<file path="src/rtl/csr_mem_bridge_mb.sv">
// csr_mem_bridge_mb: bridges single-word CSR reads/writes onto NUM_BANKS
// word-interleaved single-port RAM banks with a fixed read latency.
// Optional feature macro: CSR_MEM_BRIDGE_MB_RMW_EN. When it is defined, a
// write whose bit enables do not cover whole bytes is done as a
// read-modify-write. When it is undefined, such a write falls back to a
// byte-enable write, using the OR of the bit enables in each byte.
module csr_mem_bridge_mb #(
    parameter int WORD_BIT_WIDTH      = 32,
    parameter int NUM_BANKS           = 4,
    parameter int BANK_DEPTH          = 8,
    parameter int BYTE_ADDR_BIT_WIDTH = 16,
    parameter int RAM_RD_LATENCY      = 2
) (
    input  logic                                                 i_clk,
    input  logic                                                 i_sync_rst_n,
    input  logic                                                 i_req,
    input  logic                                                 i_req_is_wr,
    input  logic [BYTE_ADDR_BIT_WIDTH-1:0]                       i_byte_addr,
    input  logic [WORD_BIT_WIDTH-1:0]                            i_wr_data,
    input  logic [WORD_BIT_WIDTH-1:0]                            i_wr_bit_en,
    output logic                                                 o_rd_ack,
    output logic                                                 o_wr_ack,
    output logic [WORD_BIT_WIDTH-1:0]                            o_rd_data,
    output logic                                                 o_oor,
    output logic [NUM_BANKS-1:0]                                 o_ram_we,
    output logic [((BANK_DEPTH > 1) ? $clog2(BANK_DEPTH) : 1)-1:0] o_ram_word_addr,
    output logic [WORD_BIT_WIDTH-1:0]                            o_ram_wr_data,
    output logic [WORD_BIT_WIDTH/8-1:0]                          o_ram_wr_byte_en,
    input  logic [NUM_BANKS*WORD_BIT_WIDTH-1:0]                  i_ram_rd_data
);

    localparam int BYTES     = WORD_BIT_WIDTH / 8;
    localparam int OFF_BITS  = $clog2(BYTES);
    localparam int BANK_BITS = $clog2(NUM_BANKS);
    localparam int BW        = (NUM_BANKS > 1) ? BANK_BITS : 1;
    localparam int DW        = (BANK_DEPTH > 1) ? $clog2(BANK_DEPTH) : 1;
    localparam int TOTAL     = NUM_BANKS * BANK_DEPTH;

    typedef enum logic [2:0] {
        S_IDLE,
        S_RD_WAIT,
        S_RMW_RD_WAIT,
        S_RMW_WR,
        S_ACK
    } state_t;

    state_t                        r_state;
    state_t                        w_state_nxt;

    logic [BW-1:0]                 r_bank;
    logic                          r_is_rd;
    logic [1:0]                    r_cnt;

    logic [BYTE_ADDR_BIT_WIDTH-1:0] w_word_addr;
    logic [BW-1:0]                 w_bank;
    logic [DW-1:0]                 w_bank_word_addr;
    logic                          w_oor;
    logic                          w_accept;
    logic                          w_wait_done;
    logic                          w_no_en;
    logic                          w_direct_wr;
    logic [BYTES-1:0]              w_byte_en;
    logic [NUM_BANKS-1:0]          w_we_new;
    logic [WORD_BIT_WIDTH-1:0]     w_bank_rd;

    logic                          w_rd_ack_nxt;
    logic                          w_wr_ack_nxt;
    logic                          w_oor_nxt;
    logic [NUM_BANKS-1:0]          w_ram_we_nxt;
    logic [DW-1:0]                 w_ram_addr_nxt;
    logic [WORD_BIT_WIDTH-1:0]     w_ram_wd_nxt;
    logic [BYTES-1:0]              w_ram_be_nxt;
    logic [WORD_BIT_WIDTH-1:0]     w_rd_data_nxt;

`ifdef CSR_MEM_BRIDGE_MB_RMW_EN
    logic [WORD_BIT_WIDTH-1:0]     r_wdata;
    logic [WORD_BIT_WIDTH-1:0]     r_bit_en;
    logic                          w_byte_gran;
    logic [NUM_BANKS-1:0]          w_we_held;
    logic [WORD_BIT_WIDTH-1:0]     w_merge;
`endif

    // Address decode: word index, interleaved bank, word within bank.
    assign w_word_addr      = i_byte_addr >> OFF_BITS;
    assign w_bank           = BW'(w_word_addr & BYTE_ADDR_BIT_WIDTH'(NUM_BANKS - 1));
    assign w_bank_word_addr = DW'((w_word_addr >> BANK_BITS) & BYTE_ADDR_BIT_WIDTH'(BANK_DEPTH - 1));
    assign w_oor            = ({1'b0, w_word_addr} >= (BYTE_ADDR_BIT_WIDTH + 1)'(TOTAL));

    assign w_accept    = (r_state == S_IDLE) && i_req;
    assign w_wait_done = (r_cnt == 2'(RAM_RD_LATENCY - 1));
    assign w_no_en     = ~|i_wr_bit_en;

    // A byte is enabled if any of its bit enables is set.
    always_comb begin
        w_byte_en = '0;
        for (int b = 0; b < BYTES; b++) begin
            w_byte_en[b] = |i_wr_bit_en[b*8 +: 8];
        end
    end

    // Bank one-hot for a new request, and read-data mux for the held bank.
    always_comb begin
        w_we_new  = '0;
        w_bank_rd = '0;
        for (int b = 0; b < NUM_BANKS; b++) begin
            w_we_new[b] = (w_bank == BW'(b));
            if (r_bank == BW'(b)) begin
                w_bank_rd = i_ram_rd_data[b*WORD_BIT_WIDTH +: WORD_BIT_WIDTH];
            end
        end
    end

`ifdef CSR_MEM_BRIDGE_MB_RMW_EN
    // A write is byte-granular when every byte is either fully on or fully off.
    always_comb begin
        w_byte_gran = 1'b1;
        for (int b = 0; b < BYTES; b++) begin
            if ((|i_wr_bit_en[b*8 +: 8]) && !(&i_wr_bit_en[b*8 +: 8])) begin
                w_byte_gran = 1'b0;
            end
        end
    end

    // Merge the old word with the new data under the bit mask.
    always_comb begin
        w_we_held = '0;
        for (int b = 0; b < NUM_BANKS; b++) begin
            w_we_held[b] = (r_bank == BW'(b));
        end
        w_merge = (w_bank_rd & ~r_bit_en) | (r_wdata & r_bit_en);
    end

    assign w_direct_wr = w_byte_gran;
`else
    assign w_direct_wr = 1'b1;
`endif

    // FSM state register.
    always_ff @(posedge i_clk) begin
        if (!i_sync_rst_n) r_state <= S_IDLE;
        else               r_state <= w_state_nxt;
    end

    // FSM next state. Out-of-range and no-enable writes finish straight from IDLE.
    always_comb begin
        w_state_nxt = r_state;
        case (r_state)
            S_IDLE: begin
                if (i_req && !w_oor) begin
                    if (!i_req_is_wr)     w_state_nxt = S_RD_WAIT;
                    else if (w_no_en)     w_state_nxt = S_IDLE;
                    else if (w_direct_wr) w_state_nxt = S_ACK;
                    else                  w_state_nxt = S_RMW_RD_WAIT;
                end
            end
            S_RD_WAIT:     if (w_wait_done) w_state_nxt = S_ACK;
            S_RMW_RD_WAIT: if (w_wait_done) w_state_nxt = S_RMW_WR;
            S_RMW_WR:      w_state_nxt = S_ACK;
            S_ACK:         w_state_nxt = S_IDLE;
            default:       w_state_nxt = S_IDLE;
        endcase
    end

    // FSM outputs: next values for the output registers. RAM address, data and
    // byte enables hold between accesses; the write enable and the acks are pulses.
    always_comb begin
        w_rd_ack_nxt   = 1'b0;
        w_wr_ack_nxt   = 1'b0;
        w_oor_nxt      = 1'b0;
        w_ram_we_nxt   = '0;
        w_ram_addr_nxt = o_ram_word_addr;
        w_ram_wd_nxt   = o_ram_wr_data;
        w_ram_be_nxt   = o_ram_wr_byte_en;
        w_rd_data_nxt  = o_rd_data;
        case (r_state)
            S_IDLE: begin
                if (i_req) begin
                    if (w_oor) begin
                        w_oor_nxt    = 1'b1;
                        w_rd_ack_nxt = ~i_req_is_wr;
                        w_wr_ack_nxt = i_req_is_wr;
                        if (!i_req_is_wr) w_rd_data_nxt = '0;
                    end else begin
                        w_ram_addr_nxt = w_bank_word_addr;
                        if (i_req_is_wr) begin
                            w_ram_wd_nxt = i_wr_data;
                            w_ram_be_nxt = w_byte_en;
                            if (w_no_en)          w_wr_ack_nxt = 1'b1;
                            else if (w_direct_wr) w_ram_we_nxt = w_we_new;
                        end
                    end
                end
            end
`ifdef CSR_MEM_BRIDGE_MB_RMW_EN
            S_RMW_WR: begin
                w_ram_we_nxt = w_we_held;
                w_ram_wd_nxt = w_merge;
                w_ram_be_nxt = '1;
            end
`endif
            S_ACK: begin
                if (r_is_rd) begin
                    w_rd_ack_nxt  = 1'b1;
                    w_rd_data_nxt = w_bank_rd;
                end else begin
                    w_wr_ack_nxt = 1'b1;
                end
            end
            default: ;
        endcase
    end

    // Output registers.
    always_ff @(posedge i_clk) begin
        if (!i_sync_rst_n) begin
            o_rd_ack         <= 1'b0;
            o_wr_ack         <= 1'b0;
            o_oor            <= 1'b0;
            o_ram_we         <= '0;
            o_ram_word_addr  <= '0;
            o_ram_wr_data    <= '0;
            o_ram_wr_byte_en <= '0;
            o_rd_data        <= '0;
        end else begin
            o_rd_ack         <= w_rd_ack_nxt;
            o_wr_ack         <= w_wr_ack_nxt;
            o_oor            <= w_oor_nxt;
            o_ram_we         <= w_ram_we_nxt;
            o_ram_word_addr  <= w_ram_addr_nxt;
            o_ram_wr_data    <= w_ram_wd_nxt;
            o_ram_wr_byte_en <= w_ram_be_nxt;
            o_rd_data        <= w_rd_data_nxt;
        end
    end

    // Per-request context: target bank, direction, latency counter, RMW operands.
    always_ff @(posedge i_clk) begin
        if (!i_sync_rst_n) begin
            r_bank   <= '0;
            r_is_rd  <= 1'b0;
            r_cnt    <= '0;
`ifdef CSR_MEM_BRIDGE_MB_RMW_EN
            r_wdata  <= '0;
            r_bit_en <= '0;
`endif
        end else begin
            if (r_state == S_IDLE) begin
                r_cnt <= '0;
            end else if (r_state == S_RD_WAIT || r_state == S_RMW_RD_WAIT) begin
                r_cnt <= r_cnt + 2'd1;
            end
            if (w_accept) begin
                r_bank   <= w_bank;
                r_is_rd  <= ~i_req_is_wr;
`ifdef CSR_MEM_BRIDGE_MB_RMW_EN
                r_wdata  <= i_wr_data;
                r_bit_en <= i_wr_bit_en;
`endif
            end
        end
    end

endmodule

</file>
<file path="config.mk">
export PLATFORM = sky130hd
export DESIGN_NAME = csr_mem_bridge_mb
export DESIGN_NICKNAME = d
export VERILOG_FILES = /design/src/rtl/csr_mem_bridge_mb.sv
export SDC_FILE = /design/constraint.sdc
export NUM_CORES = 1
export LEC_CHECK = 0
export CORE_ASPECT_RATIO = 0.75
export CORE_MARGIN = 2
export CORE_UTILIZATION = 35
export DETAILED_ROUTE_END_ITERATION = 7
export PLACE_DENSITY = 0.86
export SYNTH_ARGS = -nofsm -noshare
export SYNTH_HDL_FRONTEND = slang
export SYNTH_SLANG_ARGS = --single-unit
</file>
<file path="constraint.sdc">
create_clock -name i_clk -period 1.81 [get_ports i_clk]
set_input_delay 0.4525 -clock i_clk [delete_from_list [all_inputs] [get_ports i_clk]]
set_output_delay 0.4525 -clock i_clk [all_outputs]
set_load 0.05 [all_outputs]
</file>
==> flow_summary.yaml <==
pwr:
  p_per_area_mw_per_mm2: 626
  pwr-share-seq_pct: 39.2
  clockPowerShare_pct: 42.9
  p_switching_uw: 997
  netSwitchingFraction_pct: 20.5
  vdd_ir_drop_max_v: 0.000667
  combPwrFrac_pct: 17.9
  leakagePower_uw: 0.00303
  p_int_uw: 3860
  power_uw: 4860
global_routing:
  grt_use_total_pct: 23.6
  antenna_found_initial: 0
  overflow: 0
  grt_pass1_vias: 4505
  grt_pass1_wl_mm: 23.3
  grt_max_degree: 43
placement:
  place_congestion: 0.842
  dpl_worst_slack_ns: -0.426
  io_buffer_count: 287
  dp_hpwl_mm: 12.1
  dp_cells: 825
clock_network:
  clockRootBuffer: "clkbuf_16"
  clock_sinks: 86
  cts.clk_slew.worst_paths_ns: 0.06
  cts_tree: "built"
  clockBufferDepth: 2
  htree_levels: 3
  cts-buffers-inserted: 9
  clk-insertion-delay-late_ns: 0.33
run_status:
  status: "complete, no violations"
setup_path:
  cp_slowest_cell: "clkdlybuf4s50_1"
  worst_setup_path_end_kind: "flop"
  max_stage_delay_ns: 0.49
  arrival_ns: 2.01
  regToRegSetupSlack_ns: 0.12
  crit_fanout: 12
  cp-start-kind: "input port"
  path_cells: "clkdlybuf4s50_1 > buf_4 > o21ai_1 > nand3_4 > buf_6 > clkbuf_16 > a22o_1"
  path_buf_inv: 4
  critical_path_class: "in -> reg"
  cp.required_ns: 2.04
  worst-path-stages: 7
  critical_path.top_delay_family: "buffers and inverters"
  reg2reg_depth: 6
  reg2reg_to: "o_rd_data[10]"
  timing.rr.start: "r_state[2]"
timing:
  final_max_slew_viol_count: 0
  fin_crit_sh_pct: 98.6
  period_needed_ns: 1.78
  fin_skew_ns: 0.00588
  relSlewSlack_pct: 75.4
  setup_tns_ns: 0
  worstMarginPinSlew_ns: 0.366
  setup_ws_ns: 0.0254
  hold_viol: 0
  fmax_ghz: 0.560
  finalSetupViolations: 0
hold_path:
  hold_depth: 2
  holdPathEnd: "o_ram_wr_data[27]"
  hold_path.class: "reg -> reg"
  holdCritStartpoint: "o_ram_wr_data[27]"
floorplanning:
  chipWidth_um: 129
  rows: 34
  die-area_mm2: 0.0127
  initial_core_util_pct: 35.7
  die_y_um: 97.9
  io_pins: 290
  coreArea_mm2: 0.0115
synthesis:
  synth_area_leaders: "dfxtp_1 42%, mux4_2 18%, a21boi_2 8.2%"
  ys_ff_latch: 86
  syn_avg_cell_area_um2: 10.9
  synth_warnings: 0
  synth_area_mm2: 0.00412
  synth-main-ff-cell: "dfxtp_1"
  ys_seq_area_share_pct: 41.8
  synth_top_area_share_pct: 41.8
  syn_nets: 592
  yosys-top-cells-count: "89 x nand2_1, 86 x dfxtp_1, 32 x a22o_1, 32 x mux4_2, 30 x a21boi_2"
  synth_most_common_cell: "nand2_1"
  synth_top_cell_by_area: "dfxtp_1"
  yosysUniqueCellTypes: 42
  netlist_instances: 379
  synth_edf_count: 0
  async_flop_share_pct: 0
final_layout:
  area_growth_pct: 88.6
  drive_gt1_share_pct: 30.7
  nets: 895
  final_cells: 849
  antenna_cells: 0
route:
  drc_errors: 0
  wl_per_cell_um: 18.7
  wl_mm: 15.8
  drt_iter0_markers: 160
  vias: 4292
  drtAntennaViolNets: 0
  avgViaCountPerCell: 5.06
  dr.pass1.iters: 4
run:
  maxCapViolations: 0
-- kinds of logic (layout without fill, tap and decap cells) --
| logic type | after synthesis | count (layout) | synth area share [%] |
|---|---|---|---|
| simple gates | 138 | 138 | 16.1 |
| flops | 86 | 86 | 41.8 |
| compound gates | 84 | 84 | 19.0 |
| mux | 37 | 37 | 18.7 |
| buf+inv | 33 | 341 | 3.98 |
| fa+ha+maj | 1 | 1 | 0.304 |
-- area by class of cell --
class	count	area, µm²
Timing Repair Buffer	322	3130
Tap cell	162	203
Clock buffer	10	229
Clock inverter	6	110
Multi-Input combinational cell	260	2360
Sequential cell	86	1720
Fill cell	864	3760
Inverter	3	11.3
-- placed cells by master (no fill, tap or decap), types with 3 or more instances in the layout --
cell / n
nand4_1: 3
mux2i_1: 5
nor3_1: 5
bufinv_16: 3
inv_1: 3
a21o_1: 3
nor2_1: 4
nor4_4: 4
nor4_2: 3
clkbuf_16: 11
dlymetal6s2s_1: 7
mux4_2: 32
buf_4: 100
buf_12: 7
nand2b_1: 3
a21boi_0: 5
dfxtp_1: 85
nand2_1: 88
clkdlybuf4s50_1: 200
a22o_1: 32
a21boi_2: 30
nor2b_1: 6
-- power by group through the flow --
stage | Combinational, µW | Sequential [µW] | Clock [µW]
after global routing | 913 | 1900 | 2210
after floorplan | 241 | 1960 | 0
final | 870 | 1910 | 2080
after CTS | 840 | 1900 | 2120
after detailed placement | 798 | 1950 | 0
after global placement | 774 | 1950 | 0
-- per-layer routing --
layer,vias up,wire [µm],global-route usage [%]
li1,2012,-,-
met1,2093,6380,27.0
met2,150,8090,42.3
met3,37,959,6.41
met4,0,425,8.11
met5,-,0,0
-- tightest hold or removal path: stages, from the launching register on --
cell and delay, ns:
dfxtp_1 0.31, nand2_1 0.06, a21boi_2 0.04
-- stage by stage --
step | utilization, % | hold WS (ns) | instance area (µm²)
detailed placement | 61.8 | 0.452 | 7130
global route | 67.3 | 0.482 | 7760
floorplan | - | 0.492 | 4120
finish | 67.3 | 0.459 | 7760
CTS | 65.9 | 0.461 | 7590
global placement | 61.8 | 0.447 | 7130
-- sequential cells by signal (all words and copies together), names as in the netlist --
register,cells
o_oor,1
o_wr_ack,1
r_state,3
r_cnt,2
o_ram_wr_byte_en,4
o_ram_we,4
r_bank,2
o_rd_data,32
r_is_rd,1
o_rd_ack,1
o_ram_wr_data,32
o_ram_word_addr,3
-- worst max-delay path by stage --
stage / endpoint / startpoint
floorplan: o_ram_wr_data[30] / i_byte_addr[15]
global placement: r_state[2] / i_wr_bit_en[3]
detailed placement: o_rd_data[5] / i_req_is_wr
CTS: o_ram_wr_data[1] / i_byte_addr[15]
global route: r_state[2] / i_wr_bit_en[4]
finish: o_rd_data[10] / i_sync_rst_n
-- repair_timing --
item / 4_1_cts / 5_1_grt
buffers inserted: 2 / 2
cloned: 2 / 2
hold buffers: 0 / 0
pin swaps: 3 / 7
gates resized for setup: 15 / 24
endpoints found under the setup margin: 46 / 76
No activity file was read; power rests on OpenSTA's default activity.
